File: src/rtl/sram512x8_pkg.sv
// sram512x8_pkg
//   Shared constants and types for the SRAM1RW512x8 front-end controller.
//   SRAM_ADDR_W / SRAM_DATA_W / SRAM_WORDS describe the macro geometry.
//   ctrl_state_t is the controller FSM state (zero-fill, then traffic).
package sram512x8_pkg;

    localparam int SRAM_ADDR_W = 9;
    localparam int SRAM_DATA_W = 8;
    localparam int SRAM_WORDS  = 512;

    typedef enum logic {
        INIT = 1'b0,
        RUN  = 1'b1
    } ctrl_state_t;

endpackage

File: src/rtl/sram_rsp_fifo.sv
// sram_rsp_fifo
//   Synchronous first-word-fall-through FIFO holding read responses.
//   Ports:
//     clk, rst          clock, synchronous active-high reset (pointers/count)
//     push, push_data   write one entry (caller guarantees space)
//     pop               remove head; ignored when empty
//     out_valid         FIFO non-empty
//     out_data          head entry, zero when empty
//     count             current occupancy 0..DEPTH
module sram_rsp_fifo #(
    parameter  int DEPTH = 4,
    parameter  int WIDTH = 8,
    localparam int PTR_W = (DEPTH > 1) ? $clog2(DEPTH) : 1,
    localparam int CNT_W = $clog2(DEPTH + 1)
) (
    input  logic             clk,
    input  logic             rst,
    input  logic             push,
    input  logic [WIDTH-1:0] push_data,
    input  logic             pop,
    output logic             out_valid,
    output logic [WIDTH-1:0] out_data,
    output logic [CNT_W-1:0] count
);

    logic [WIDTH-1:0] mem [DEPTH];
    logic [PTR_W-1:0] wr_ptr;
    logic [PTR_W-1:0] rd_ptr;
    logic             do_pop;

    // Explicit wrap so non-power-of-two depths work.
    function automatic logic [PTR_W-1:0] ptr_inc(input logic [PTR_W-1:0] p);
        return (p == PTR_W'(DEPTH - 1)) ? '0 : p + 1'b1;
    endfunction

    assign do_pop    = pop && (count != '0);
    assign out_valid = (count != '0);
    assign out_data  = out_valid ? mem[rd_ptr] : '0;

    always_ff @(posedge clk) begin
        if (rst) begin
            wr_ptr <= '0;
            rd_ptr <= '0;
            count  <= '0;
        end else begin
            if (push)   wr_ptr <= ptr_inc(wr_ptr);
            if (do_pop) rd_ptr <= ptr_inc(rd_ptr);
            case ({push, do_pop})
                2'b10:   count <= count + 1'b1;
                2'b01:   count <= count - 1'b1;
                default: count <= count;
            endcase
        end
    end

    // Storage carries no reset; only pointers and count define validity.
    always_ff @(posedge clk) begin
        if (push) mem[wr_ptr] <= push_data;
    end

endmodule

File: src/rtl/sram512x8_ctrl.sv
// sram512x8_ctrl
//   Front-end controller for one SRAM1RW512x8 macro (single port, 1-cycle
//   synchronous read, OEB-gated output). After reset the array is zero-filled,
//   then valid/ready requests are turned into registered SRAM pin commands.
//   Read data returns in order through a credit-managed response FIFO.
//   Ports:
//     clk, rst                       clock (also SRAM CE), sync active-high reset
//     req_valid/req_ready            request handshake
//     req_we, req_addr, req_wdata    1 = write / 0 = read, address, write data
//     rsp_valid/rsp_ready, rsp_data  in-order read responses (FWFT head)
//     init_done                      high once RUN is entered
//     sram_a/csb/web/oeb/i           registered SRAM controls
//     sram_o                         SRAM read data
module sram512x8_ctrl
    import sram512x8_pkg::*;
#(
    parameter int                NUM_WORDS  = SRAM_WORDS,
    parameter int                ADDR_W     = SRAM_ADDR_W,
    parameter int                DATA_W     = SRAM_DATA_W,
    parameter int                RSP_DEPTH  = 4,
    parameter int                INIT_EN    = 1,
    parameter logic [DATA_W-1:0] INIT_VALUE = 8'h00
) (
    input  logic              clk,
    input  logic              rst,
    input  logic              req_valid,
    output logic              req_ready,
    input  logic              req_we,
    input  logic [ADDR_W-1:0] req_addr,
    input  logic [DATA_W-1:0] req_wdata,
    output logic              rsp_valid,
    input  logic              rsp_ready,
    output logic [DATA_W-1:0] rsp_data,
    output logic              init_done,
    output logic [ADDR_W-1:0] sram_a,
    output logic              sram_csb,
    output logic              sram_web,
    output logic              sram_oeb,
    output logic [DATA_W-1:0] sram_i,
    input  logic [DATA_W-1:0] sram_o
);

    localparam int INIT_CNT_W = $clog2(NUM_WORDS + 1);
    localparam int FIFO_CNT_W = $clog2(RSP_DEPTH + 1);
    localparam int OCC_W      = FIFO_CNT_W + 1;

    ctrl_state_t           state;
    logic [INIT_CNT_W-1:0] init_cnt;
    logic [FIFO_CNT_W-1:0] fifo_count;
    logic                  req_acc;
    logic                  rd_acc;
    logic                  rsp_pop;
    logic                  rd_vld_p0;
    logic                  rd_vld_p1;
    logic [OCC_W-1:0]      occ_next;

    assign req_acc = req_valid && req_ready;
    assign rd_acc  = req_acc && !req_we;
    assign rsp_pop = rsp_valid && rsp_ready;

    // Credits in use after this edge: in-flight reads plus buffered words.
    // A capture only moves a credit from the pipe into the FIFO, so the
    // net change is just new reads minus pops.
    assign occ_next = OCC_W'(fifo_count) + OCC_W'(rd_vld_p0) + OCC_W'(rd_vld_p1)
                    + OCC_W'(rd_acc) - OCC_W'(rsp_pop);

    always_ff @(posedge clk) begin
        if (rst) begin
            if (INIT_EN != 0) state <= INIT;
            else              state <= RUN;
            init_cnt  <= '0;
            sram_csb  <= 1'b1;
            sram_web  <= 1'b1;
            sram_oeb  <= 1'b1;
            sram_a    <= '0;
            sram_i    <= '0;
            req_ready <= 1'b0;
            init_done <= 1'b0;
            rd_vld_p0 <= 1'b0;
            rd_vld_p1 <= 1'b0;
        end else begin
            // p0: read command registered; p1: SRAM executing the read.
            rd_vld_p0 <= rd_acc;
            rd_vld_p1 <= rd_vld_p0;
            case (state)
                INIT: begin
                    if (init_cnt == INIT_CNT_W'(NUM_WORDS)) begin
                        state     <= RUN;
                        sram_csb  <= 1'b1;
                        sram_web  <= 1'b1;
                        sram_oeb  <= 1'b0;
                        init_done <= 1'b1;
                        req_ready <= (occ_next < OCC_W'(RSP_DEPTH));
                    end else begin
                        sram_csb <= 1'b0;
                        sram_web <= 1'b0;
                        sram_a   <= init_cnt[ADDR_W-1:0];
                        sram_i   <= INIT_VALUE;
                        init_cnt <= init_cnt + 1'b1;
                    end
                end
                RUN: begin
                    sram_oeb  <= 1'b0;
                    init_done <= 1'b1;
                    req_ready <= (occ_next < OCC_W'(RSP_DEPTH));
                    if (req_acc) begin
                        sram_csb <= 1'b0;
                        sram_web <= ~req_we;
                        sram_a   <= req_addr;
                        sram_i   <= req_wdata;
                    end else begin
                        sram_csb <= 1'b1;
                        sram_web <= 1'b1;
                    end
                end
                default: state <= INIT;
            endcase
        end
    end

    // p2: sram_o captured into the response FIFO.
    sram_rsp_fifo #(
        .DEPTH (RSP_DEPTH),
        .WIDTH (DATA_W)
    ) u_rsp_fifo (
        .clk       (clk),
        .rst       (rst),
        .push      (rd_vld_p1),
        .push_data (sram_o),
        .pop       (rsp_pop),
        .out_valid (rsp_valid),
        .out_data  (rsp_data),
        .count     (fifo_count)
    );

    // Credits should make a capture into a full FIFO impossible.
    always @(posedge clk) begin
        if (!rst && rd_vld_p1) begin
            assert (fifo_count < FIFO_CNT_W'(RSP_DEPTH));
        end
    end

endmodule

File: config.mk
export PLATFORM = sky130hd
export DESIGN_NAME = sram512x8_ctrl
export DESIGN_NICKNAME = d
export VERILOG_FILES = /design/src/rtl/sram512x8_pkg.sv /design/src/rtl/sram_rsp_fifo.sv /design/src/rtl/sram512x8_ctrl.sv
export SDC_FILE = /design/constraint.sdc
export NUM_CORES = 1
export LEC_CHECK = 0
export CORE_UTILIZATION = 53
export DETAILED_ROUTE_END_ITERATION = 8
export PLACE_DENSITY_LB_ADDON = 0.15
export SLEW_MARGIN = 20
export SYNTH_ARGS = -nofsm -noshare
export SYNTH_HDL_FRONTEND = slang
export SYNTH_SLANG_ARGS = --single-unit
File: constraint.sdc
create_clock -name clk -period 3.6 [get_ports clk]
set_clock_uncertainty 0.05 [all_clocks]
set_input_delay 0.36 -clock clk [delete_from_list [all_inputs] [get_ports clk]]
set_output_delay 0.36 -clock clk [all_outputs]
set_load 0.05 [all_outputs]
==> flow_summary.json <==
{
  "fin_crit_sh": 0.780,
  "tritoncts": "built",
  "max_freq_ghz": 0.356,
  "report.power.total_mw": 1.61,
  "vias": 2378,
  "run_status": "complete, no violations",
  "placement.io_buffers": 60,
  "hpwl_after_detailed_placement_um": 4160,
  "cts-resized-gates": 0,
  "synth.largest_area_cell": "sky130_fd_sc_hd__edfxtp_1",
  "vdd_drop_max_uv": 199,
  "count_of_final_setup_violators": 0,
  "hold_path_class": "reg2reg",
  "hold_viol_final": 0,
  "design.final.nets": 388,
  "power.static_leakage_nw": 1.53,
  "clkSinkCount": 76,
  "synthArstFlopShare": 0,
  "final_area_um2": 4300,
  "placed_cells": 409,
  "design.die.area_um2": 6910,
  "row_count": 29,
  "die_height_um": 83.2,
  "floorplan.io_pins": 61,
  "netlist-cell-type-count": 49,
  "grt_pass1_wl_um": 10700,
  "synth_top_flop_cell": "sky130_fd_sc_hd__dfxtp_1",
  "synth-seq-area-share": 0.528,
  "ys_ff_latch": 76,
  "post_cts_buffers": 0,
  "number_of_diodes_added_for_antenna_fixing": 0,
  "required_ps": 3190,
  "grt_antenna_before_repair": 0,
  "crit_path_start_kind": "register",
  "number_of_enable_type_register_cells_in_the_synthesized_netlist": 32,
  "synth-warning-count": 0,
  "overall_track_demand_over_capacity_in_global_routing": 0.196,
  "drc": 0,
  "post_synth.cell_area_avg_um2": 12.2,
  "rsz0062_at_grt": "false",
  "post_layout_nonfiller_instances": 424,
  "tritoncts_buffers": 9,
  "cts_root_buffer": "sky130_fd_sc_hd__clkbuf_8",
  "htree_num_levels": 3,
  "setup-tns-final_ps": 0,
  "core-area_um2": 6350,
  "initial_standard_cell_utilization_of_the_core": 0.550,
  "critical_path_peak_fanout": 8,
  "synth_area_leaders": "sky130_fd_sc_hd__edfxtp_1 (28%), sky130_fd_sc_hd__dfxtp_1 (25%), sky130_fd_sc_hd__mux2i_1 (5.2%)",
  "gr-total-overflow": 0,
  "via_count_of_the_first_global_routing_pass": 2329,
  "post_cts_hold_buffer_count": 0,
  "die_x_extent_um": 83.2,
  "final.min_clock_period_ps": 2810,
  "vias_per_cell": 5.61,
  "timing.critical_path.to_type": "primary output",
  "initial_drt_pass_iterations": 4,
  "reg2reg_slack_ps": 830,
  "synth_area_um2": 3490,
  "slew_headroom": 0.273,
  "antenna_left": 0,
  "synth_instances": 287,
  "replace_congestion": 0.781,
  "timing.setup.critical_path_class": "reg2out",
  "synth.net_count": 332,
  "maxCapViolCount": 0,
  "layout-drive-gt1-share": 0.135,
  "dr.first_iter.drc_count": 80,
  "synthMostInstantiatedCell": "sky130_fd_sc_hd__dfxtp_1",
  "area_share_of_the_largest_cell_type_after_synthesis": 0.275,
  "maximum_buffer_depth_of_the_clock_tree": 2,
  "max_slew.worst_pin.slew_ps": 1090,
  "grt_start_max_net_pins": 46,
  "placed_cell_area_um2": 4120,
  "critical_path_arrival_ps": 2400,
  "syn_to_final_growth_pct": 23.1,
  "fin_hold_ws_ps": 399,
  "clkLatencyLatePin_ps": 340,
  "power.density_nw_per_um2": 375,
  "clk_pin_slew_ps": 80,
  "final_max_slew_viol_count": 0,
  "worst_hold_startpoint": "rd_vld_p0$_SDFF_PP0_",
  "average_wire_length_per_cell_after_detail_routing_um": 14.8,
  "wl_um": 6260,
  "reg2reg_from": "u_rsp_fifo.count[0]$_SDFFE_PP0P_",
  "synthTopCellsByCount": "sky130_fd_sc_hd__dfxtp_1 (44), sky130_fd_sc_hd__edfxtp_1 (32), sky130_fd_sc_hd__nor2_1 (25)"
}
## power by group
group          internal (mW)  leakage (nW)  switching [mW]
clock network          0.313        0.0874           0.301
registers              0.901         0.644         0.00593
logic                 0.0461         0.801          0.0460
## layout make-up
| class | count | area [um^2] |
|---|---|---|
| clock buffer | 10 | 128 |
| clock inverter | 5 | 53.8 |
| timing repair buffer | 64 | 626 |
| fill | 487 | 2050 |
| inverter | 18 | 67.6 |
| sequential | 76 | 1840 |
| multi-input combinational | 174 | 1490 |
| tap | 77 | 96.3 |
## layer usage
layer  vias up  track usage  share of wire
li1       1160            -              -
met1      1146        0.249           0.44
met2        62        0.325           0.49
met3        10       0.0348          0.046
met4         0       0.0956          0.018
met5         -            0              0
## flip-flops by register name (all words and copies together) (netlist names), 2 cells and up, named ones only
signal / cells
u_rsp_fifo.rd_ptr: 2
u_rsp_fifo.wr_ptr: 2
sram_i: 8
sram_a: 9
u_rsp_fifo.mem: 32
u_rsp_fifo.count: 3
init_cnt: 10
## stage by stage
step | util | setup slack [ps]
after floorplan | - | 1110
after global placement | 0.648 | 913
after detailed placement | 0.648 | 826
after CTS | 0.677 | 719
after global routing | 0.677 | 582
final | 0.677 | 791
## worst max-delay path, stage by stage (launching register included)
cell	delay [ps]
sky130_fd_sc_hd__dfxtp_1	650
sky130_fd_sc_hd__mux4_2	560
sky130_fd_sc_hd__nor2b_1	150
sky130_fd_sc_hd__clkdlybuf4s50_1	710
## final timing paths
check                      endpoint  depth (start not counted)
max                     rsp_data[6]                          3
min reg2reg    rd_vld_p1$_SDFF_PP0_                          2
max reg2reg  req_ready$_SDFFE_PP0N_                          9
min            rd_vld_p1$_SDFF_PP0_                          2
## cells by family after synthesis
kind of cell    Yosys count  synth area share
xor+xnor                  5            0.0125
mux                      28             0.110
flops                    76             0.528
compound gates           39            0.0961
simple gates             87             0.149
buf+inv                  37            0.0470
fa+ha+maj                15            0.0581
## cell usage in the layout, fill, tap and decap left out, types with 6 or more instances in the layout
| cell type | Yosys | routed |
|---|---|---|
| sky130_fd_sc_hd__mux4_2 | 8 | 8 |
| sky130_fd_sc_hd__edfxtp_1 | 32 | 32 |
| sky130_fd_sc_hd__clkbuf_8 | 0 | 9 |
| sky130_fd_sc_hd__clkdlybuf4s50_1 | 0 | 59 |
| sky130_fd_sc_hd__nand4_1 | 10 | 10 |
| sky130_fd_sc_hd__nand2_1 | 6 | 6 |
| sky130_fd_sc_hd__ha_1 | 13 | 13 |
| sky130_fd_sc_hd__a21oi_1 | 9 | 9 |
| sky130_fd_sc_hd__inv_1 | 18 | 18 |
| sky130_fd_sc_hd__a221oi_2 | 7 | 7 |
| sky130_fd_sc_hd__nor3_2 | 9 | 9 |
| sky130_fd_sc_hd__nor2_1 | 25 | 25 |
| sky130_fd_sc_hd__nor2b_1 | 10 | 10 |
| sky130_fd_sc_hd__dfxtp_1 | 44 | 44 |
| sky130_fd_sc_hd__mux2i_1 | 18 | 18 |
Power figures use the tool's default switching activity.
